`src/rtl/rvh_l1d_pkg.sv`:
```
// Shared L1D types and sizes: MSHR ids, refill burst geometry and the
// line-fill buffer entry carried from the R channel to the refill stage.
package rvh_l1d_pkg;

    localparam int N_MSHR     = 4;
    localparam int N_MSHR_W   = $clog2(N_MSHR);
    localparam int BURST_SIZE = 4;
    localparam int BEAT_W     = 64;
    localparam int LINE_W     = BURST_SIZE * BEAT_W;
    localparam int N_LFB      = 2;
    localparam int BEAT_IDX_W = $clog2(BURST_SIZE);
    localparam int LFB_CNT_W  = $clog2(N_LFB + 1);

    typedef logic [N_MSHR_W-1:0]   mshr_id_t;
    typedef logic [BEAT_IDX_W-1:0] beat_idx_t;
    typedef logic [LFB_CNT_W-1:0]  lfb_cnt_t;

    localparam beat_idx_t LAST_BEAT = beat_idx_t'(BURST_SIZE - 1);
    localparam lfb_cnt_t  LFB_FULL  = lfb_cnt_t'(N_LFB);

    typedef struct packed {
        mshr_id_t          mshr_id;
        logic [LINE_W-1:0] line;
        logic              err;
    } lfb_entry_t;

    typedef enum logic {
        ASM_IDLE,
        ASM_FILL
    } asm_state_t;

endpackage

```
`src/rtl/mp_fifo.sv`:
```
// Generic single-enqueue / single-dequeue ring buffer with an occupancy count.
// The head entry is presented combinationally; storage clears on reset.
module mp_fifo #(
    parameter type T     = logic,
    parameter int  DEPTH = 2
) (
    input  logic                         clk,
    input  logic                         rst,
    input  logic                         enq,
    input  T                             enq_data,
    input  logic                         deq,
    output T                             head,
    output logic [$clog2(DEPTH+1)-1:0]   count
);

    localparam int PTR_W = (DEPTH > 1) ? $clog2(DEPTH) : 1;
    localparam int CNT_W = $clog2(DEPTH + 1);

    T                 mem [DEPTH];
    logic [PTR_W-1:0] wr_ptr;
    logic [PTR_W-1:0] rd_ptr;

    // Pointers wrap at DEPTH so non power-of-two depths stay in range.
    function automatic logic [PTR_W-1:0] ptr_inc(input logic [PTR_W-1:0] p);
        return (p == PTR_W'(DEPTH - 1)) ? '0 : p + 1'b1;
    endfunction

    always_ff @(posedge clk) begin
        if (rst) begin
            wr_ptr <= '0;
            rd_ptr <= '0;
            count  <= '0;
            for (int i = 0; i < DEPTH; i++) begin
                mem[i] <= '0;
            end
        end else begin
            if (enq) begin
                mem[wr_ptr] <= enq_data;
                wr_ptr      <= ptr_inc(wr_ptr);
            end
            if (deq) begin
                rd_ptr <= ptr_inc(rd_ptr);
            end
            case ({enq, deq})
                2'b10:   count <= count + CNT_W'(1);
                2'b01:   count <= count - CNT_W'(1);
                default: count <= count;
            endcase
        end
    end

    assign head = mem[rd_ptr];

endmodule

```
`src/rtl/rvh_l1d_refill_collector.sv`:
```
// Collects R-channel beats into whole cache lines, queues finished lines,
// hands them to the refill stage and then frees the owning MSHR entry.
module rvh_l1d_refill_collector
    import rvh_l1d_pkg::*;
(
    input  logic                clk,
    input  logic                rst,
    input  logic                l2_resp_if_rvalid,
    output logic                l2_resp_if_rready,
    input  logic [N_MSHR_W-1:0] l2_resp_if_rid_tid,
    input  logic [BEAT_W-1:0]   l2_resp_if_rdata,
    input  logic [1:0]          l2_resp_if_rresp,
    input  logic                l2_resp_if_rlast,
    output logic                refill_valid_o,
    input  logic                refill_ready_i,
    output logic [N_MSHR_W-1:0] refill_mshr_id_o,
    output logic [LINE_W-1:0]   refill_line_o,
    output logic                refill_err_o,
    output logic                mlfb_mshr_dealloc_valid_o,
    output logic [N_MSHR_W-1:0] mlfb_mshr_dealloc_idx_o,
    input  logic                mlfb_mshr_dealloc_ready_i,
    output logic                protocol_err_o
);

    asm_state_t        state_q, state_d;
    beat_idx_t         cnt_q, cnt_d;
    mshr_id_t          tid_q, tid_d;
    logic [LINE_W-1:0] line_q, line_d;
    logic              err_q, err_d;
    logic              perr_q, perr_d;

    logic              beat_hs;
    logic              push;
    logic              pop;
    lfb_entry_t        push_entry;
    lfb_entry_t        head;
    lfb_cnt_t          lfb_count;
    logic              dealloc_pending_q;
    mshr_id_t          dealloc_idx_q;

    // Space is judged from the registered count only, so a push is always safe.
    assign l2_resp_if_rready = ~rst & (lfb_count != LFB_FULL);
    assign beat_hs           = l2_resp_if_rvalid & l2_resp_if_rready;

    always_comb begin
        state_d    = state_q;
        cnt_d      = cnt_q;
        tid_d      = tid_q;
        line_d     = line_q;
        err_d      = err_q;
        perr_d     = perr_q;
        push       = 1'b0;
        push_entry = '0;

        if (beat_hs) begin
            // A new burst starts from a zeroed line so short bursts leave no stale slices.
            if (state_q == ASM_IDLE) begin
                line_d = '0;
                err_d  = |l2_resp_if_rresp;
                tid_d  = l2_resp_if_rid_tid;
            end else begin
                err_d = err_q | (|l2_resp_if_rresp);
                if (l2_resp_if_rid_tid != tid_q) begin
                    perr_d = 1'b1;
                end
            end
            line_d[int'(cnt_q) * BEAT_W +: BEAT_W] = l2_resp_if_rdata;

            if (l2_resp_if_rlast && (cnt_q != LAST_BEAT)) begin
                perr_d = 1'b1;
            end
            if (!l2_resp_if_rlast && (cnt_q == LAST_BEAT)) begin
                perr_d = 1'b1;
            end

            if (l2_resp_if_rlast) begin
                push               = 1'b1;
                push_entry.mshr_id = tid_d;
                push_entry.line    = line_d;
                push_entry.err     = err_d;
                state_d            = ASM_IDLE;
                cnt_d              = '0;
            end else begin
                state_d = ASM_FILL;
                if (cnt_q != LAST_BEAT) begin
                    cnt_d = cnt_q + 1'b1;
                end
            end
        end
    end

    always_ff @(posedge clk) begin
        if (rst) begin
            state_q <= ASM_IDLE;
            cnt_q   <= '0;
            tid_q   <= '0;
            line_q  <= '0;
            err_q   <= 1'b0;
            perr_q  <= 1'b0;
        end else begin
            state_q <= state_d;
            cnt_q   <= cnt_d;
            tid_q   <= tid_d;
            line_q  <= line_d;
            err_q   <= err_d;
            perr_q  <= perr_d;
        end
    end

    mp_fifo #(
        .T     (lfb_entry_t),
        .DEPTH (N_LFB)
    ) u_lfb_ring (
        .clk      (clk),
        .rst      (rst),
        .enq      (push),
        .enq_data (push_entry),
        .deq      (pop),
        .head     (head),
        .count    (lfb_count)
    );

    // The next line is held back until the previous owner has been freed.
    assign refill_valid_o   = (lfb_count != '0) & ~dealloc_pending_q;
    assign pop              = refill_valid_o & refill_ready_i;
    assign refill_mshr_id_o = head.mshr_id;
    assign refill_line_o    = head.line;
    assign refill_err_o     = head.err;

    always_ff @(posedge clk) begin
        if (rst) begin
            dealloc_pending_q <= 1'b0;
            dealloc_idx_q     <= '0;
        end else if (pop) begin
            dealloc_pending_q <= 1'b1;
            dealloc_idx_q     <= head.mshr_id;
        end else if (mlfb_mshr_dealloc_ready_i) begin
            dealloc_pending_q <= 1'b0;
        end
    end

    assign mlfb_mshr_dealloc_valid_o = dealloc_pending_q;
    assign mlfb_mshr_dealloc_idx_o   = dealloc_idx_q;
    assign protocol_err_o            = perr_q;

endmodule

```
`config.mk`:
```
export PLATFORM = sky130hd
export DESIGN_NAME = rvh_l1d_refill_collector
export DESIGN_NICKNAME = d
export VERILOG_FILES = /design/src/rtl/rvh_l1d_pkg.sv /design/src/rtl/mp_fifo.sv /design/src/rtl/rvh_l1d_refill_collector.sv
export SDC_FILE = /design/constraint.sdc
export NUM_CORES = 1
export LEC_CHECK = 0
export ABC_AREA = 0
export BUFFER_PORTS_ARGS = -buffer_cell sky130_fd_sc_hd__clkbuf_2
export CAP_MARGIN = 0
export CELL_PAD_IN_SITES_DETAIL_PLACEMENT = 1
export CELL_PAD_IN_SITES_GLOBAL_PLACEMENT = 2
export CORE_MARGIN = 3
export CORE_UTILIZATION = 41
export CTS_CLUSTER_DIAMETER = 100
export DETAILED_ROUTE_END_ITERATION = 8
export GPL_TIMING_DRIVEN = 1
export HOLD_SLACK_MARGIN = 0.02
export PLACE_DENSITY_LB_ADDON = 0.12
export SLEW_MARGIN = 15
export SYNTH_ARGS = -nofsm -noshare
export SYNTH_HDL_FRONTEND = slang
export SYNTH_SLANG_ARGS = --single-unit
```
`constraint.sdc`:
```
create_clock -name clk -period 13.2 [get_ports clk]
set_input_delay 2.64 -clock clk [delete_from_list [all_inputs] [get_ports clk]]
set_output_delay 2.64 -clock clk [all_outputs]
set_load 0.05 [all_outputs]
```
==> results.md, run 1 <==
- Vias in the first global route: 22800
- Fin crit period: 6.59 ns
- Asr flop ratio synth: 0
- WP data arrival: 3.95 ns
- Ys flop type: edfxtp_1
- Rows: 102
- Flop2flop setup slack: 8.97 ns
- Setup bufs post-CTS: 0
- Main combinational cell family by area after synthesis: compound AO/OA/AOI/OAI gates
- CTS clk-pin slew, worst paths: 0.06 ns
- Adder-cell area share of the yosys netlist: 0.00232
- RePlAce Congestion: 0.737
- Syn_nets: 2549
- Placed cell areas: 34400 sq um
- Global-route wire length before repair: 150 mm
- WS Path Type: flop to output port
- Horiz. Die Dim: 287 microns
- Sequential fraction of the synthesis area: 0.650
- Top cell type's share of synthesized area: 0.482
- Sequential share of power: 0.456
- Synth cell types: 43
- Die height: 287 microns
- Ranking of synthesized cells by area: edfxtp_1, dfxtp_1, mux2_2
- Crit end category: output port
- CTS buffer count: 85
- RSZ-0062 raised after global routing: false
- Mapped Avg Cell Area: 13.1 sq um
- Synth warn: 0
- Relative slew slack: 0.150
- PnR worst setup slack: 6.61 ns
- Synth Area in XOR/XNOR: 0.00136
- Final setup viols: 0
- Core area: 77700 sq um
- Startpoint Class: flop
- Combinational power share: 0.162
- I/O Pins: 339
- Outcome: finished clean
- Routed via count: 22100
- Clock buffer depth: 3
- 1st-iter DRT viols: 1607
- Post-Synth Simple-Gate Area: 0.0702
- Vias/cell: 5.90
- Final worst path period share: 0.499
- Clk root buf: clkbuf_16
- Maximum VDD drop: 0.0886 mV
- Die area: 82200 sq um
- Post-synthesis compound-gate area fraction: 0.144
- Initial antenna violation count: 7
- Max-cap violations: 0
- Global route total overflow: 0
- Worst Reg-to-Reg Cells: 6
- Crit Path Max Fanout: 59
- Switch share: 0.290
- Share of cells above drive strength 1: 0.288
- Most common cell in the netlist: nor2_1
- ANT nets after route: 0
- Design Area, Final: 37200 sq um
- Dpl hpwl: 57.6 mm
- TritonRoute pass-1 iters: 5
- Worst clock skew: 0.0209 ns
- Net Sw Power: 1.76 mW
- Nets: 2717
- Clk pwr share: 0.382
- Critical Path RT: 10.56 ns
- Slew @ Worst Pin: 1.27 ns
- Worst hold path startpoint: line_q[85]$_SDFFE_PP0P_
- Max Slew Vio Count: 0
- CTS resizes: 0
- Hold Path Sink: line_q[85]$_SDFFE_PP0P_
- Mapped cell area: 32300 sq um
- TritonCTS clock tree: built
- Largest net degree at the start of global routing: 152
- Initial Utilization: 0.416
- PwrDens: 164 nW/um^2
- Final hold viol count: 0
- Post-synthesis mux area share: 0.0913
- WHS: 0.465 ns
- Synthesis-stage register bit count: 789
- Hold Path Depth: 1
- Synth cell count leaders: nor2_1, edfxtp_1, dfxtp_1
- WL final: 103 mm
- Layout area overhead: 15.0%
- Skew-Pair Late Insertion Delay: 0.63 ns
- Max Freq: 0.152 GHz
- Mapped Cells: 2469
- Reg-to-Reg Start: cnt_q[0]$_SDFFE_PP0P_
- Setup slack at placement: 6.52 ns
- WL/cell: 27.5 microns
- Post-synth EDFFs: 518
- Register area: 21000 sq um
- Top cell type by total area after synthesis: edfxtp_1
- Static Leakage: 13.2 nW
- I/O Buffers: 338
- P_int: 4.31 mW
- Total GRT Usage: 0.244
- Hold_buf cts: 0
- Setup total negative slack: 0 ns
- CTS H-tree depth: 3
- Min-delay worst type: flop to flop
- CTS Sinks: 789
- RR Endpoint: line_q[154]$_SDFFE_PP0P_
- Drc violations: 0
- Area of the multi-input gates: 10100 sq um
- # fillers: 7949
metal layers:
| layer | track usage | up-vias | part of all wire |
|---|---|---|---|
| met3 | 0.0406 | 164 | 0.059 |
| met2 | 0.414 | 689 | 0.49 |
| li1 | - | 9683 | - |
| met4 | 0.0796 | 2 | 0.028 |
| met1 | 0.319 | 11600 | 0.42 |
| met5 | 0 | - | 0.00013 |
layout make-up:
cell class	instances	share of cell area
Tap cell	1040	0.0350
Sequential cell	789	0.565
Clock buffer	131	0.0677
Clock inverter	27	0.00529
Antenna cell	5	0.000337
Multi-Input combinational cell	1383	0.273
Timing Repair Buffer	373	0.0533
Inverter	5	0.000539
flip-flops by register name, indices dropped and copies added, names as in the netlist, named ones only:
| name | count |
|---|---|
| protocol_err_o | 1 |
| mlfb_mshr_dealloc_valid_o | 1 |
| u_lfb_ring.count | 2 |
| u_lfb_ring.wr_ptr | 1 |
| mlfb_mshr_dealloc_idx_o | 2 |
| tid_q | 2 |
| u_lfb_ring.rd_ptr | 1 |
| line_q | 256 |
| u_lfb_ring.mem | 518 |
| cnt_q | 2 |
| err_q | 1 |
| state_q | 1 |
metrics by stage:
stage	util	power, mW	cells
after floorplan	-	3.55	2469
after global placement	0.443	3.80	3590
after detailed placement	0.443	3.81	3590
after CTS	0.478	6.14	3748
after global routing	0.478	6.27	3751
final	0.478	6.07	3753
power groups by stage:
stage	clock network [mW]	registers (mW)	logic [mW]
floorplan	0	2.83	0.726
global placement	0	2.81	0.989
detailed placement	0	2.82	0.994
CTS	2.37	2.77	0.998
global route	2.47	2.78	1.03
finish	2.32	2.77	0.986
layout by cell type, fill, tap and decap left out, types with 4 or more instances in the layout:
master / count
nor2_1: 523
edfxtp_1: 518
clkbuf_2: 338
dfxtp_1: 270
mux2_2: 260
a22o_1: 166
a22oi_1: 132
a32oi_1: 124
a32o_1: 90
clkbuf_16: 88
buf_4: 33
clkbuf_1: 28
clkbuf_8: 15
a21oi_1: 13
clkinv_1: 11
clkinv_2: 10
nand2b_1: 6
ha_1: 6
diode_2: 5
nor2b_1: 5
o31ai_1: 5
nor3_1: 5
nor2b_4: 5
inv_1: 4
a31oi_4: 4
and2_2: 4
xor2_1: 4
worst max path at each step:
| stage | startpoint | cells past startpoint | to |
|---|---|---|---|
| 2_1_floorplan | rst | 7 | u_lfb_ring.mem[0][0]$_SDFFCE_PN0P_ |
| 3_3_place_gp | rst | 5 | u_lfb_ring.mem[1][69]$_SDFFCE_PN0P_ |
| 3_5_place_dp | rst | 5 | u_lfb_ring.mem[1][9]$_SDFFCE_PN0P_ |
| 4_1_cts | flop | 4 | refill_line_o[69] |
| 5_1_grt | flop | 4 | refill_line_o[69] |
| 6_report | flop | 4 | refill_line_o[69] |
critical path: stages (launching register included):
cell      delay [ns]
dfxtp_4         0.87
buf_4           0.71
buf_4           0.82
mux2_2          0.48
clkbuf_2        0.26
logic make-up (layout without fill, tap and decap cells):
family          count (synthesis)  in the layout
compound gates                542            542
other cells                     0              5
mux                           262            262
fa+ha+maj                       6              6
flops                         789            789
buf+inv                       297            536
xor+xnor                        5              5
simple gates                  568            568
(Power assumes the default switching activity.)
==> inputs of run 2 (changes only) <==
--- a/config.mk
+++ b/config.mk
@@ -5,13 +5,13 @@
 export SDC_FILE = /design/constraint.sdc
 export NUM_CORES = 1
 export LEC_CHECK = 0
-export ABC_AREA = 0
+export ABC_AREA = 1
 export BUFFER_PORTS_ARGS = -buffer_cell sky130_fd_sc_hd__clkbuf_2
 export CAP_MARGIN = 0
 export CELL_PAD_IN_SITES_DETAIL_PLACEMENT = 1
 export CELL_PAD_IN_SITES_GLOBAL_PLACEMENT = 2
 export CORE_MARGIN = 3
-export CORE_UTILIZATION = 41
+export CORE_UTILIZATION = 39
 export CTS_CLUSTER_DIAMETER = 100
 export DETAILED_ROUTE_END_ITERATION = 8
 export GPL_TIMING_DRIVEN = 1
==> constraint.sdc (replaced) <==
create_clock -name clk -period 6.4 [get_ports clk]
set_input_delay 1.28 -clock clk [delete_from_list [all_inputs] [get_ports clk]]
set_output_delay 1.28 -clock clk [all_outputs]
set_load 0.05 [all_outputs]
==> run 2 against run 1 <==
Against the previous run: sequential share of layout area is 4.1 points lower; area after synthesis is 7.6% higher; setup slack worse by 4.3 ns; register-to-register slack worse by 6.3 ns; global-route usage is 0.48 points lower; non-clock buffer count is 3 lower; die area is 13% higher; combinational power is 93% higher; clock-buffer cell count is 3 higher; synthesized cell count is 36% higher; critical path depth is 5 higher; largest power group unchanged; highest routed layer unchanged.
==> results.md, run 2 <==
- Outcome: finished clean
- WL final: 113 mm
- Dpl hpwl: 67.9 mm
- Top cell type by total area after synthesis: edfxtp_1
- Synth cell types: 30
- Final hold viol count: 0
- Fin crit period: 4.05 ns
- Ys flop type: edfxtp_1
- Largest net degree at the start of global routing: 194
- I/O Buffers: 338
- Biggest regs: u_lfb_ring.mem (518), line_q (256)
- Final worst path period share: 0.633
- Setup slack at placement: 1.66 ns
- Max reg flops: 518
- Met2 GRT Util: 0.426
- Worst hold path startpoint: line_q[185]$_SDFFE_PP0P_
- Final setup viols: 0
- Crit Path Max Fanout: 110
- CTS clk-pin slew, worst paths: 0.06 ns
- TritonRoute pass-1 iters: 5
- Post-synth EDFFs: 518
- Total Power: 12.9 mW
- Synthesis-stage register bit count: 789
- Max-cap violations: 0
- Hold Path Sink: line_q[185]$_SDFFE_PP0P_
- Max Slew Vio Count: 0
- WP data arrival: 4.30 ns
- Clk root buf: clkbuf_16
- Nets: 3634
- 1st-iter DRT viols: 1361
- Worst Reg-to-Reg Cells: 8
- Reg-to-Reg Start: cnt_q[1]$_SDFFE_PP0P_
- Skew-Pair Late Insertion Delay: 0.64 ns
- Vias in the first global route: 27500
- Maximum VDD drop: 0.206 mV
- Max Freq: 0.247 GHz
- Startpoint Class: input port
- Setup total negative slack: 0 ns
- Die height: 304 microns
- ANT nets after route: 0
- Core Util, Final: 0.458
- Slew @ Worst Pin: 1.23 ns
- Flop2flop setup slack: 2.67 ns
- I/O Pins: 339
- RSZ-0062 raised after global routing: false
- # fillers: 9617
- CTS H-tree depth: 3
- Register name with the most flops: u_lfb_ring.mem
- Clock buffer depth: 3
- Mapped Cells: 3352
- Global route total overflow: 0
- PnR worst setup slack: 2.35 ns
- Vias/cell: 5.36
- Post-placement cell count: 4617
- Most common cell in the netlist: edfxtp_1
- Cells along the critical path: clkbuf_2 > a21oi_4 > nand2_8 > nor2_4 > inv_2 > nor2_4 > inv_8 > nand2_8 > buf_4
- Crit path max-delay family: simple AND/OR/NAND/NOR gates
- WHS: 0.472 ns
- RR Endpoint: u_lfb_ring.mem[0][218]$_SDFFCE_PN0P_
- Hold Path Depth: 2
- Initial Utilization: 0.397
- Synth cell count leaders: edfxtp_1, nand3_1, o21ai_0
- Relative slew slack: 0.178
- Worst clock skew: 0.0285 ns
- Commonest non-fill, non-tap cells in the layout: edfxtp_1, nand3_1, o21ai_0
- CTS buffer count: 90
- Syn_nets: 3432
- Commonest non-fill, non-tap cell in the layout: edfxtp_1
- Total GRT Usage: 0.239
- Top cell type's share of synthesized area: 0.448
- Layout area overhead: 15.4%
- GR peak layer: met2
- CP peak stage delay: 0.65 ns
- Sequential fraction of the synthesis area: 0.604
- Drc violations: 0
- Mapped Avg Cell Area: 10.4 sq um
- Setup bufs post-CTS: 0
- Register area: 21000 sq um
- WL/cell: 23.7 microns
- Share of cells above drive strength 1: 0.264
- Horiz. Die Dim: 304 microns
- RePlAce Congestion: 0.762
- Area of the multi-input gates: 11400 sq um
- PwrDens: 322 nW/um^2
- Routed via count: 25600
- Synth warn: 0
- Met3 GRT Util: 0.0348
- Number of buffers and inverters on the critical path: 4
- TritonCTS clock tree: built
- Final non-filler cell total: 4787
- Static Leakage: 14.9 nW
- Hold_buf cts: 0
- CTS Sinks: 789
- Placed cell areas: 37000 sq um
- Ranking of synthesized cells by area: edfxtp_1, dfxtp_1, mux2_2
- Rows: 108
- Design Area, Final: 40100 sq um
- Min-delay worst type: flop to flop
- Slowest-stage cell, CP: buf_4
- CTS resizes: 0
- Core area: 87600 sq um
- WS Path Type: input port to flop
- Asr flop ratio synth: 0
- Initial antenna violation count: 3
- Crit end category: flop
- Die area: 92700 sq um
- Mapped cell area: 34700 sq um
- Critical Path RT: 6.65 ns
- GRT met1 Usage: 0.287
- Global-route wire length before repair: 172 mm
[run 2: cell types whose count changed in the layout (fill, tap and decap cells not counted), moves of 12 or more]
cell | previous run | this run
a21oi_1 | 13 | 47
a22o_1 | 166 | 0
a22oi_1 | 132 | 0
a31oi_1 | 1 | 34
a32o_1 | 90 | 0
a32oi_1 | 124 | 0
inv_1 | 4 | 298
nand2_1 | 1 | 227
nand3_1 | 0 | 476
nor2_1 | 523 | 334
nor2_2 | 0 | 156
nor2_4 | 1 | 13
nor3_1 | 5 | 34
o21ai_0 | 2 | 387
[run 2: cells by family after synthesis]
family                     synth area share
and+or+nand+nor                       0.168
DFF                                   0.604
buffers and inverters                0.0710
AOI/OAI and AO/OA                    0.0703
muxes                                0.0842
adders and majority gates           0.00216
xor gates and xnor gates           0.000756
[run 2: layout make-up]
| cell class | count | share of cell area |
|---|---|---|
| flip-flops and latches | 789 | 0.524 |
| multi-input cells | 1994 | 0.284 |
| clock buffers | 134 | 0.0662 |
| repair buffers | 370 | 0.0507 |
| well taps | 1155 | 0.0360 |
| inverters | 309 | 0.0294 |
| clock inverters | 34 | 0.0100 |
| diodes | 2 | 0.000125 |
[run 2: metal layers]
| layer | wire (microns) | vias up |
|---|---|---|
| li1 | - | 11900 |
| met1 | 46200 | 13000 |
| met2 | 57900 | 563 |
| met3 | 4110 | 224 |
| met4 | 5050 | 4 |
| met5 | 31 | - |
[run 2: how the worst max path moves through the flow]
stage,from,end,slack [ns],depth (start not counted)
final,rst,u_lfb_ring.mem[0][23]$_SDFFCE_PN0P_,2.35,9
after global routing,rst,u_lfb_ring.mem[0][157]$_SDFFCE_PN0P_,2.15,9
after CTS,rst,u_lfb_ring.mem[0][158]$_SDFFCE_PN0P_,2.33,9
after detailed placement,rst,u_lfb_ring.mem[0][139]$_SDFFCE_PN0P_,1.66,9
after global placement,rst,u_lfb_ring.mem[0][139]$_SDFFCE_PN0P_,1.77,9
after floorplan,rst,u_lfb_ring.mem[0][0]$_SDFFCE_PN0P_,0.26,10
[run 2: worst reg2reg max path: cells and delay by family, from the launching register on]
kind                       cells  cell delay [ns]
DFF                            1             0.40
adders and majority gates      1             0.27
AOI/OAI and AO/OA              1             0.66
buffers and inverters          4             1.05
and+or+nand+nor                2             1.17
[run 2: where the power goes]
part           leakage (nW)  total (mW)  switching, mW  internal, mW
clock network          1.50        5.33           2.10          3.23
registers              7.58        5.69         0.0717          5.62
logic                  5.78        1.90           1.49         0.409
==> inputs of run 3 (changes only) <==
==> constraint.sdc (replaced) <==
create_clock -name clk -period 4 [get_ports clk]
set_input_delay 0.8 -clock clk [delete_from_list [all_inputs] [get_ports clk]]
set_output_delay 0.8 -clock clk [all_outputs]
set_load 0.05 [all_outputs]
==> run 3 against run 2 <==
Against the previous run: combinational power rose by 63%; sequential share of layout area fell by 0.11 points; setup slack got worse by 1.5 ns; core utilization rose by 0.099 points; design area rose by 0.22%; die area did not move; worst hold slack got worse by 0.019 ns; clock-buffer cell count rose by 3; global-route usage rose by 0.14 points; wire length rose by 0.74%; largest cell class unchanged; largest power group unchanged.
==> results.md, run 3 (same netlist as run 2, synthesis figures left out) <==
- Routed via count: 25500
- I/O Buffers: 338
- WS Path Type: flop to output port
- Clk root buf: clkbuf_16
- Startpoint Class: flop
- ANT nets after route: 0
- Horiz. Die Dim: 304 microns
- WL final: 114 mm
- Crit path max-delay family: buffers and inverters
- Initial Utilization: 0.397
- Final non-filler cell total: 4796
- Post-placement cell count: 4628
- Min-delay worst type: flop to flop
- Vias/cell: 5.32
- Placed cell areas: 37200 sq um
- Die height: 304 microns
- Net Sw Power: 5.83 mW
- Setup slack at placement: 0.812 ns
- Max-cap violations: 0
- Worst clock skew: 0.0200 ns
- Final hold viol count: 0
- Global route total overflow: 0
- Drc violations: 0
- WP data arrival: 2.37 ns
- Core Util, Final: 0.459
- Fin crit period: 3.17 ns
- Final worst path period share: 0.792
- P_int: 14.6 mW
- TritonCTS clock tree: built
- Total GRT Usage: 0.241
- Nets: 3644
- CTS clk-pin slew, worst paths: 0.06 ns
- PnR worst setup slack: 0.831 ns
- Initial antenna violation count: 1
- Commonest non-fill, non-tap cells in the layout: edfxtp_1, nand3_1, o21ai_0
- WL/cell: 23.8 microns
- Biggest regs: u_lfb_ring.mem (518), line_q (256)
- Hold_buf cts: 0
- Clock buffer depth: 3
- Number of buffers and inverters on the critical path: 2
- CTS Sinks: 789
- Crit end category: output port
- Relative slew slack: 0.208
- Sequential share of power: 0.446
- 1st-iter DRT viols: 1541
- Vias in the first global route: 26900
- Static Leakage: 14.9 nW
- Critical Path RT: 3.20 ns
- Outcome: finished clean
- Dpl hpwl: 71.3 mm
- Register name with the most flops: u_lfb_ring.mem
- Setup total negative slack: 0 ns
- Crit Path Max Fanout: 35
- Slowest-stage cell, CP: buf_4
- Switch share: 0.286
- Cells along the critical path: buf_4 > mux2_2 > clkbuf_2
- CTS resizes: 0
- Design Area, Final: 40200 sq um
- Layout area overhead: 15.6%
- CTS buffer count: 89
- Slew @ Worst Pin: 1.19 ns
- Skew-Pair Late Insertion Delay: 0.64 ns
- Rows: 108
- Share of cells above drive strength 1: 0.263
- Max Freq: 0.316 GHz
- CP peak stage delay: 0.49 ns
- WHS: 0.452 ns
- I/O Pins: 339
- Total Power: 20.4 mW
- Final setup viols: 0
- Clk pwr share: 0.402
- Die area: 92700 sq um
- RSZ-0062 raised after global routing: false
- Max Slew Vio Count: 0
- Setup bufs post-CTS: 0
- RePlAce Congestion: 0.788
- Core area: 87600 sq um
- Max reg flops: 518
- Commonest non-fill, non-tap cell in the layout: edfxtp_1
- CTS H-tree depth: 3
- Combinational power share: 0.152
- TritonRoute pass-1 iters: 5
- PwrDens: 507 nW/um^2
- Largest net degree at the start of global routing: 208
- Maximum VDD drop: 0.362 mV
- Global-route wire length before repair: 170 mm
==> run 3: cell count changes in the layout (fill, tap and decap cells not counted), moves of 2 or more <==
| cell | delta |
|---|---|
| clkinv_1 | +4 |
| clkbuf_16 | -2 |
| inv_2 | -2 |
| bufinv_16 | -3 |
| buf_12 | +11 |
| clkinv_2 | -4 |
| clkbuf_1 | +5 |
==> run 3: worst register-to-register path, delay by kind of cell, from the launching register on <==
kind	cells	cell delay (ns)
simple gates	2	0.45
buf+inv	2	1.19
compound gates	2	0.41
flops	1	0.35
fa+ha+maj	1	0.40
==> run 3: layer usage <==
metal  up-vias  track usage  routed length (microns)
met5         -            0                        0
met3       207       0.0333                     4610
met2       614        0.420                    57000
met1     12800        0.289                    45800
li1      11900            -                        -
met4         0        0.126                     6720
==> run 3: worst paths after layout <==
check | startpoint | end | slack (ns) | cells after the start
hold reg to reg | err_q$_SDFFE_PP0P_ | err_q$_SDFFE_PP0P_ | 0.45 | 2
hold / removal | err_q$_SDFFE_PP0P_ | err_q$_SDFFE_PP0P_ | 0.45 | 2
setup / recovery | flop | refill_line_o[14] | 0.83 | 3
setup reg to reg | cnt_q[0]$_SDFFE_PP0P_ | line_q[120]$_SDFFE_PP0P_ | 1.13 | 7
==> run 3: layout make-up <==
type                            count  area (sq um)
Multi-Input combinational cell   1994         11400
Fill cell                        9626         47400
Clock buffer                      137          2620
Clock inverter                     30           300
Timing Repair Buffer              381          2250
Sequential cell                   789         21000
Inverter                          309          1180
Tap cell                         1155          1450
Antenna cell                        1          2.50
==> run 3: power by group through the flow <==
| stage | clock network (mW) | registers [mW] | logic [mW] |
|---|---|---|---|
| floorplan | 0 | 9.24 | 2.17 |
| detailed placement | 0 | 9.26 | 3.15 |
| CTS | 8.37 | 9.09 | 3.16 |
| global placement | 0 | 9.24 | 3.12 |
| finish | 8.19 | 9.09 | 3.10 |
| global route | 8.71 | 9.12 | 3.26 |
